===== src/rtl/qspi_host.sv =====
// Quad-SPI host: turns one request into a mode-0 quad transaction (CMD, ADDR,
// DUMMY, DATA) and returns a single response pulse when chip select rises.
module qspi_host #(
  parameter int CLK_DIV = 2,
  parameter int CS_IDLE = 4
) (
  input  logic        clk_i,
  input  logic        reset_i,
  input  logic        txn_valid_i,
  output logic        txn_ready_o,
  input  logic [7:0]  txn_cmd_i,
  input  logic        txn_has_addr_i,
  input  logic [31:0] txn_addr_i,
  input  logic        txn_dir_i,
  input  logic [3:0]  txn_dummy_i,
  input  logic [2:0]  txn_nbytes_i,
  input  logic [31:0] txn_wdata_i,
  output logic        rsp_valid_o,
  output logic [31:0] rsp_data_o,
  output logic        spi_sce_o,
  output logic        spi_sck_o,
  output logic [3:0]  spi_io_o,
  input  logic [3:0]  spi_io_i,
  output logic        spi_io_oe
);

  localparam int DW = (CLK_DIV > 1) ? $clog2(CLK_DIV) : 1;
  localparam int IW = $clog2(CS_IDLE + 1);
  localparam logic [DW-1:0] DIV_LAST  = DW'(CLK_DIV - 1);
  localparam logic [IW-1:0] IDLE_LOAD = IW'(CS_IDLE);

  typedef enum logic [2:0] {
    S_IDLE, S_CMD, S_ADDR, S_DUMMY, S_DATA, S_TAIL, S_CSHI
  } state_t;

  state_t        r_state;
  logic [DW-1:0] r_div;
  logic [IW-1:0] r_idle;
  logic [3:0]    r_cnt;
  logic [31:0]   r_shift;
  logic [31:0]   r_rx;
  logic          r_has_addr;
  logic [31:0]   r_addr;
  logic          r_dir;
  logic [3:0]    r_dummy;
  logic [2:0]    r_nbytes;
  logic [31:0]   r_wdata;
  logic          r_ready;
  logic          r_rsp_valid;
  logic [31:0]   r_rsp_data;
  logic          r_sce;
  logic          r_sck;
  logic [3:0]    r_io;
  logic          r_oe;

  logic          w_accept;
  logic          w_div_last;
  state_t        w_nxt_state;
  logic [3:0]    w_nxt_cnt;
  logic [31:0]   w_nxt_shift;
  logic          w_nxt_oe;
  logic [31:0]   w_rx_aligned;

  assign w_accept   = (r_state == S_IDLE) && r_ready && txn_valid_i;
  assign w_div_last = (r_div == DIV_LAST);

  // Phase that follows the current one; empty phases are skipped here.
  always_comb begin
    w_nxt_state = S_TAIL;
    w_nxt_cnt   = 4'd0;
    w_nxt_shift = r_shift;
    w_nxt_oe    = r_oe;
    if (r_state == S_CMD && r_has_addr) begin
      w_nxt_state = S_ADDR;
      w_nxt_cnt   = 4'd8;
      w_nxt_shift = r_addr;
      w_nxt_oe    = 1'b1;
    end else if ((r_state == S_CMD || r_state == S_ADDR) && r_dir && (r_dummy != 4'd0)) begin
      w_nxt_state = S_DUMMY;
      w_nxt_cnt   = r_dummy;
      w_nxt_shift = 32'h0;
      w_nxt_oe    = 1'b0;
    end else if (r_state != S_DATA && r_nbytes != 3'd0) begin
      w_nxt_state = S_DATA;
      w_nxt_cnt   = {r_nbytes, 1'b0};
      w_nxt_shift = r_dir ? 32'h0 : r_wdata;
      w_nxt_oe    = ~r_dir;
    end
  end

  always_comb begin
    case (r_nbytes)
      3'd0:    w_rx_aligned = 32'h0;
      3'd1:    w_rx_aligned = {r_rx[7:0], 24'h0};
      3'd2:    w_rx_aligned = {r_rx[15:0], 16'h0};
      3'd3:    w_rx_aligned = {r_rx[23:0], 8'h0};
      default: w_rx_aligned = r_rx;
    endcase
  end

  always_ff @(posedge clk_i or posedge reset_i) begin
    if (reset_i) begin
      r_state     <= S_IDLE;
      r_div       <= '0;
      r_idle      <= '0;
      r_cnt       <= 4'd0;
      r_shift     <= 32'h0;
      r_rx        <= 32'h0;
      r_has_addr  <= 1'b0;
      r_addr      <= 32'h0;
      r_dir       <= 1'b0;
      r_dummy     <= 4'd0;
      r_nbytes    <= 3'd0;
      r_wdata     <= 32'h0;
      r_ready     <= 1'b0;
      r_rsp_valid <= 1'b0;
      r_rsp_data  <= 32'h0;
      r_sce       <= 1'b1;
      r_sck       <= 1'b0;
      r_io        <= 4'h0;
      r_oe        <= 1'b0;
    end else begin
      r_rsp_valid <= 1'b0;
      case (r_state)
        S_IDLE: begin
          if (w_accept) begin
            r_state    <= S_CMD;
            r_ready    <= 1'b0;
            r_sce      <= 1'b0;
            r_sck      <= 1'b0;
            r_div      <= '0;
            r_cnt      <= 4'd2;
            r_shift    <= {txn_cmd_i, 24'h0};
            r_io       <= txn_cmd_i[7:4];
            r_oe       <= 1'b1;
            r_rx       <= 32'h0;
            r_has_addr <= txn_has_addr_i;
            r_addr     <= txn_addr_i;
            r_dir      <= txn_dir_i;
            r_dummy    <= txn_dummy_i;
            r_nbytes   <= (txn_nbytes_i > 3'd4) ? 3'd4 : txn_nbytes_i;
            r_wdata    <= txn_wdata_i;
          end else begin
            r_ready <= 1'b1;
          end
        end
        S_CMD, S_ADDR, S_DUMMY, S_DATA: begin
          if (w_div_last) begin
            r_div <= '0;
            r_sck <= ~r_sck;
            if (!r_sck) begin
              // Rising SCK: the slave launched this nibble on the previous fall.
              if (r_state == S_DATA && r_dir)
                r_rx <= {r_rx[27:0], spi_io_i};
            end else if (r_cnt == 4'd1) begin
              r_state <= w_nxt_state;
              r_cnt   <= w_nxt_cnt;
              r_shift <= w_nxt_shift;
              r_io    <= w_nxt_shift[31:28];
              r_oe    <= w_nxt_oe;
            end else begin
              r_cnt   <= r_cnt - 4'd1;
              r_shift <= {r_shift[27:0], 4'h0};
              r_io    <= r_shift[27:24];
            end
          end else begin
            r_div <= r_div + DW'(1);
          end
        end
        S_TAIL: begin
          // Hold CS low for one half-period after the last falling SCK edge.
          if (w_div_last) begin
            r_div       <= '0;
            r_state     <= S_CSHI;
            r_sce       <= 1'b1;
            r_oe        <= 1'b0;
            r_io        <= 4'h0;
            r_idle      <= IDLE_LOAD;
            r_rsp_valid <= 1'b1;
            if (r_dir)
              r_rsp_data <= w_rx_aligned;
          end else begin
            r_div <= r_div + DW'(1);
          end
        end
        S_CSHI: begin
          if (r_idle == IW'(1)) begin
            r_state <= S_IDLE;
            r_ready <= 1'b1;
          end else begin
            r_idle <= r_idle - IW'(1);
          end
        end
        default: r_state <= S_IDLE;
      endcase
    end
  end

  assign txn_ready_o = r_ready;
  assign rsp_valid_o = r_rsp_valid;
  assign rsp_data_o  = r_rsp_data;
  assign spi_sce_o   = r_sce;
  assign spi_sck_o   = r_sck;
  assign spi_io_o    = r_io;
  assign spi_io_oe   = r_oe;

endmodule

===== config.mk =====
export PLATFORM = sky130hd
export DESIGN_NAME = qspi_host
export DESIGN_NICKNAME = d
export VERILOG_FILES = /design/src/rtl/qspi_host.sv
export SDC_FILE = /design/constraint.sdc
export NUM_CORES = 1
export LEC_CHECK = 0
export CAP_MARGIN = 30
export CORE_MARGIN = 2
export CORE_UTILIZATION = 55
export CTS_CLUSTER_DIAMETER = 150
export DETAILED_ROUTE_END_ITERATION = 8
export PLACE_DENSITY = 0.81
export SYNTH_ARGS = -nofsm -noshare
export SYNTH_HDL_FRONTEND = slang
export SYNTH_SLANG_ARGS = --single-unit

===== constraint.sdc =====
create_clock -name clk_i -period 9.7 [get_ports clk_i]
set_input_delay 2.91 -clock clk_i [delete_from_list [all_inputs] [get_ports clk_i]]
set_output_delay 2.91 -clock clk_i [all_outputs]
set_load 0.05 [all_outputs]

# Word level (Yosys, flattened, before mapping)
# Index checks and enable logic that the tools add are counted.
# word_totals
register_bits,189
in_bits,88
out_inout_bits,41
wordCells,146
# op_classes
addsub,3
n_lt_le_gt_ge,1
n_eq_ne,23
mux,64
n_bitwise,2
reduce_logical,33
# op_table
op,count
two-way mux 32 bit,12
case mux 32 bit (2 select lines),2
case mux 32 bit (4 select lines),1
two-way mux 4 bit,12
two-way mux 3 bit,11
!= test 2 bit (second input constant),9
two-way mux 1 bit,17
AND reduction 5 bit,3
equality test 3 x 2 -> 1 bit (second input constant),4
case mux 3 bit (4 select lines),1
case mux 4 bit (3 select lines),1
AND reduction 3 bit,4
nonzero test 2 bit,5
equality test 3 x 1 -> 1 bit (second input constant),3
equality test 3 bit (second input constant),3
case mux 1 bit (2 select lines),4
case mux 4 bit (2 select lines),1
logical AND 1 bit,7
AND reduction 7 bit,1
zero test 3 bit,2
case mux 3 bit (2 select lines),1
AND reduction 2 bit,3
AND reduction 6 bit,1
nonzero test 3 bit,2
other kinds (15),16

# Logic depth before layout (Yosys ltp)
# depth
word_depth,10
depth_mapped,10
depth_no_buf,7

# Worst setup path after synthesis
# Ideal clock, no wire load.
# synth_timing
path_type,input port to flip-flop
startpoint,input txn_valid_i
endpoint,register r_oe (netlist: spi_io_oe)
setup_time_ps,128
t_arrival_ps,4018
required_time_ps,9572
setup_slack_ps,5554
cell_stages,4
path_cell_list,nand3_2 -> a222oi_1 -> o31ai_1 -> mux2_1
# synth_via
elab_chain_len,3
# synth_lines
item,line_no,source
from (decl),9,"input logic txn_valid_i,"
logical AND 1 bit,64,assign w_accept = (r_state == S_IDLE) && r_ready && txn_valid_i;
!= test 2 bit (no source line),-,
AND reduction 7 bit (no source line),-,
to (signal assigned),160,r_oe <= w_nxt_oe;
to (decl),54,logic r_oe;
# Every way passes these cells.
# A chain may end at the register's enable or synchronous reset.

==> metrics <==
CTS tree=built; fmax=slightly above 200 MHz; post-CTS setup buffer count=0; Syn. warnings=0; crit path kind=in2async; Mapped Cells=around 1000; Fillers=1308; # rows=46; Inserted Clock Buffers=17; dominant cell type by area after synthesis=dfrtp_1; Yosys reg bits=189; Vert. Die Dim=132 µm; Vias=between 7000 and 8000; CTS clk-pin slew, worst paths=roughly 0.070 ns; Worst Setup SP=reset_i; post-route ant nets=0; Mean Syn Cell Area=~8.7 µm²; Vias/cell=approximately 5.7; Reg-to-Reg Start=r_state[0]$_DFFE_PP0P_; initial antenna violation count=0; layout cells sized above 1=0.0653; Final setup viols=0; Residual DRC=0; Max Buffers Root-to-Sink=2; final hold vios=0; Die ar.=17300 µm²; GP Congestion=between 0.8 and 0.9; main combinational cell family by area after synthesis=simple AND/OR/NAND/NOR gates; Detailed Route WL=between 20000 and 25000 µm; # IOs=~130; power per cell area=roughly 330 nW/µm²; Crit Path Max Fanout=95; Total GRT Usage=0.261; Pleak=roughly 5 nW; root buf cell=clkbuf_16; crit path capture type=async pin; RSZ-0062 raised after global routing=false; CTS-repair resized insts=0; CP Data Required Time=slightly above 10 ns; adder-cell area share of the yosys netlist=0.00559; Die Width=between 100 and 150 µm; top cells by area, synth=dfrtp_1 (53%), nand2_1 (15%), o21ai_0 (5.1%), a21oi_1 (4.0%), clkbuf_1 (2.4%); initial core utilization=0.564; Post-synth ARST share=1.00; Worst setup SP type=input port; sequential area share after synthesis=0.528; fin nets=~1200; drt pass-1 iters=5; worst-margin pin slew=1.14 ns; Max-Slew Margin vs Limit=0.235; mux share of post-synthesis cell area=0.0226; area grow syn2layout=21.9%; Yosys top cell area share=0.526; status=finished clean; vias in the first global route=between 7000 and 8000; detailed placement HPWL=between 10000 and 15000 µm; antenna cells=0; commonest cells in the netlist=nand2_1 (353), dfrtp_1 (188), o21ai_0 (91), a21oi_1 (71), clkbuf_1 (58); Core Util, Final=0.687; wire per inst=between 15 and 20 µm; Worst Hold Margin=0.464 ns; Post-synth EDFFs=0; htree depth=4; clock sink count=about 190; global-route wire length before repair=36500 µm; Synth Area in Simple Gates=0.222; largest net degree at the start of global routing=96; cts hold-fix bufs=0; Port Buffers=128; Min-Delay Startpoint=r_wdata[25]$_DFFE_PP0P_; TNS Setup=0 ns; Final min period=between 4 and 5 ns; HP Class=reg2reg; fin crit share=0.499; Mapped Nets=around 1100; aggregate global routing overflow=0; core area=15900 µm²; max_cap viols=0; Post-synth top flop=dfrtp_1; distinct cell type count after synthesis=57; starting DRC count in detailed routing=~660; Critical Path AT=~5.4 ns; Post-Synth XOR/XNOR Area=0.00391; Mapped Area=8950 µm²; maximum VDD drop=about 0.00016 V; Clock Latency Late Sink=between 0.4 and 0.5 ns; max-slew violation count=0; most frequent cell after synthesis=nand2_1; Fin Clk Skew=a little under 0.009 ns; post-synthesis compound-gate area fraction=0.176
-- kinds of logic (layout without fill, tap and decap cells) --
family / count (synthesis) / in the layout
flops: 189 / 189
fa+ha+maj: 4 / 4
mux: 19 / 19
xor+xnor: 4 / 4
simple gates: 480 / 480
compound gates: 251 / 251
buf+inv: 87 / 186
-- metal layers --
metal	GRT usage	routed length, µm	up-vias
met5	0	0	-
met4	0.0960	558	0
met3	0.0444	1220	52
met2	0.424	10800	293
met1	0.355	9650	3683
li1	-	-	3694
-- layout by cell type, fill, tap and decap left out, types with 4 or more instances in the layout --
cell type / instances
nor2_1: 51
nor2b_1: 4
mux2_2: 9
nor3_1: 9
a21oi_1: 71
inv_1: 8
a221o_1: 9
nand3b_1: 4
a22oi_1: 8
inv_6: 4
clkinv_2: 4
clkbuf_16: 17
nand2_1: 353
o21ai_0: 91
o41ai_2: 4
mux2i_1: 9
dfrtp_1: 188
clkdlybuf4s50_1: 128
a22o_1: 23
a211oi_1: 5
and3_1: 10
buf_4: 17
nand3_1: 26
a31oi_1: 9
ha_1: 4
o31ai_1: 10
-- metrics by stage --
stage                     instances  setup WS [ns]  area, µm²  total power [W]
after floorplan                1034           1.65       8950          0.00242
after global placement         1317           4.35      10300          0.00281
after detailed placement       1317           4.33      10300          0.00287
after CTS                      1349           4.80      10900          0.00355
after global routing           1349           4.54      10900          0.00378
final                          1349           4.86      10900          0.00355
-- flip-flops by register name, indices dropped and copies added (netlist names), 3 cells and up --
name / cells
r_cnt: 4
r_nbytes: 3
r_addr: 32
r_idle: 3
r_shift: 32
r_wdata: 32
r_state: 3
r_dummy: 4
spi_io_o: 4
r_rx: 32
rsp_data_o: 32
-- final cells by class --
class,instances,area (µm²),area share
Inverter,9,38.8,0.00356
Tap cell,216,270,0.0248
Clock buffer,20,467,0.0428
Clock inverter,12,109,0.00998
Multi-Input combinational cell,758,3880,0.356
Sequential cell,189,4730,0.434
Timing Repair Buffer,145,1410,0.129
-- report_power, final --
part / switching (W) / total, W / internal [W]
registers: 0.000271 / 0.00136 / 0.00109
clock network: 0.000304 / 0.000680 / 0.000375
logic: 0.000969 / 0.00151 / 0.000542
-- path summary, 6_finish.rpt --
| kind | end | slack (ns) | depth (start not counted) |
|---|---|---|---|
| setup / recovery | r_addr[1]$_DFFE_PP0P_ | 4.86 | 4 |
| hold / removal | r_wdata[25]$_DFFE_PP0P_ | 0.46 | 2 |
| setup reg to reg | spi_io_oe$_DFFE_PP0P_ | 6.67 | 6 |
| hold reg to reg | r_wdata[25]$_DFFE_PP0P_ | 0.46 | 2 |
| max in group clk_i | spi_io_oe$_DFFE_PP0P_ | 4.96 | 6 |
| min in group asynchronous | rsp_data_o[0]$_DFFE_PP0P_ | 3.03 | 2 |
-- worst max-delay path, stage by stage --
cell and delay (ns):
clkdlybuf4s50_1 0.47, inv_6 0.60, buf_4 0.66, buf_4 0.60
Note: power is estimated with default switching activity, not from simulation.
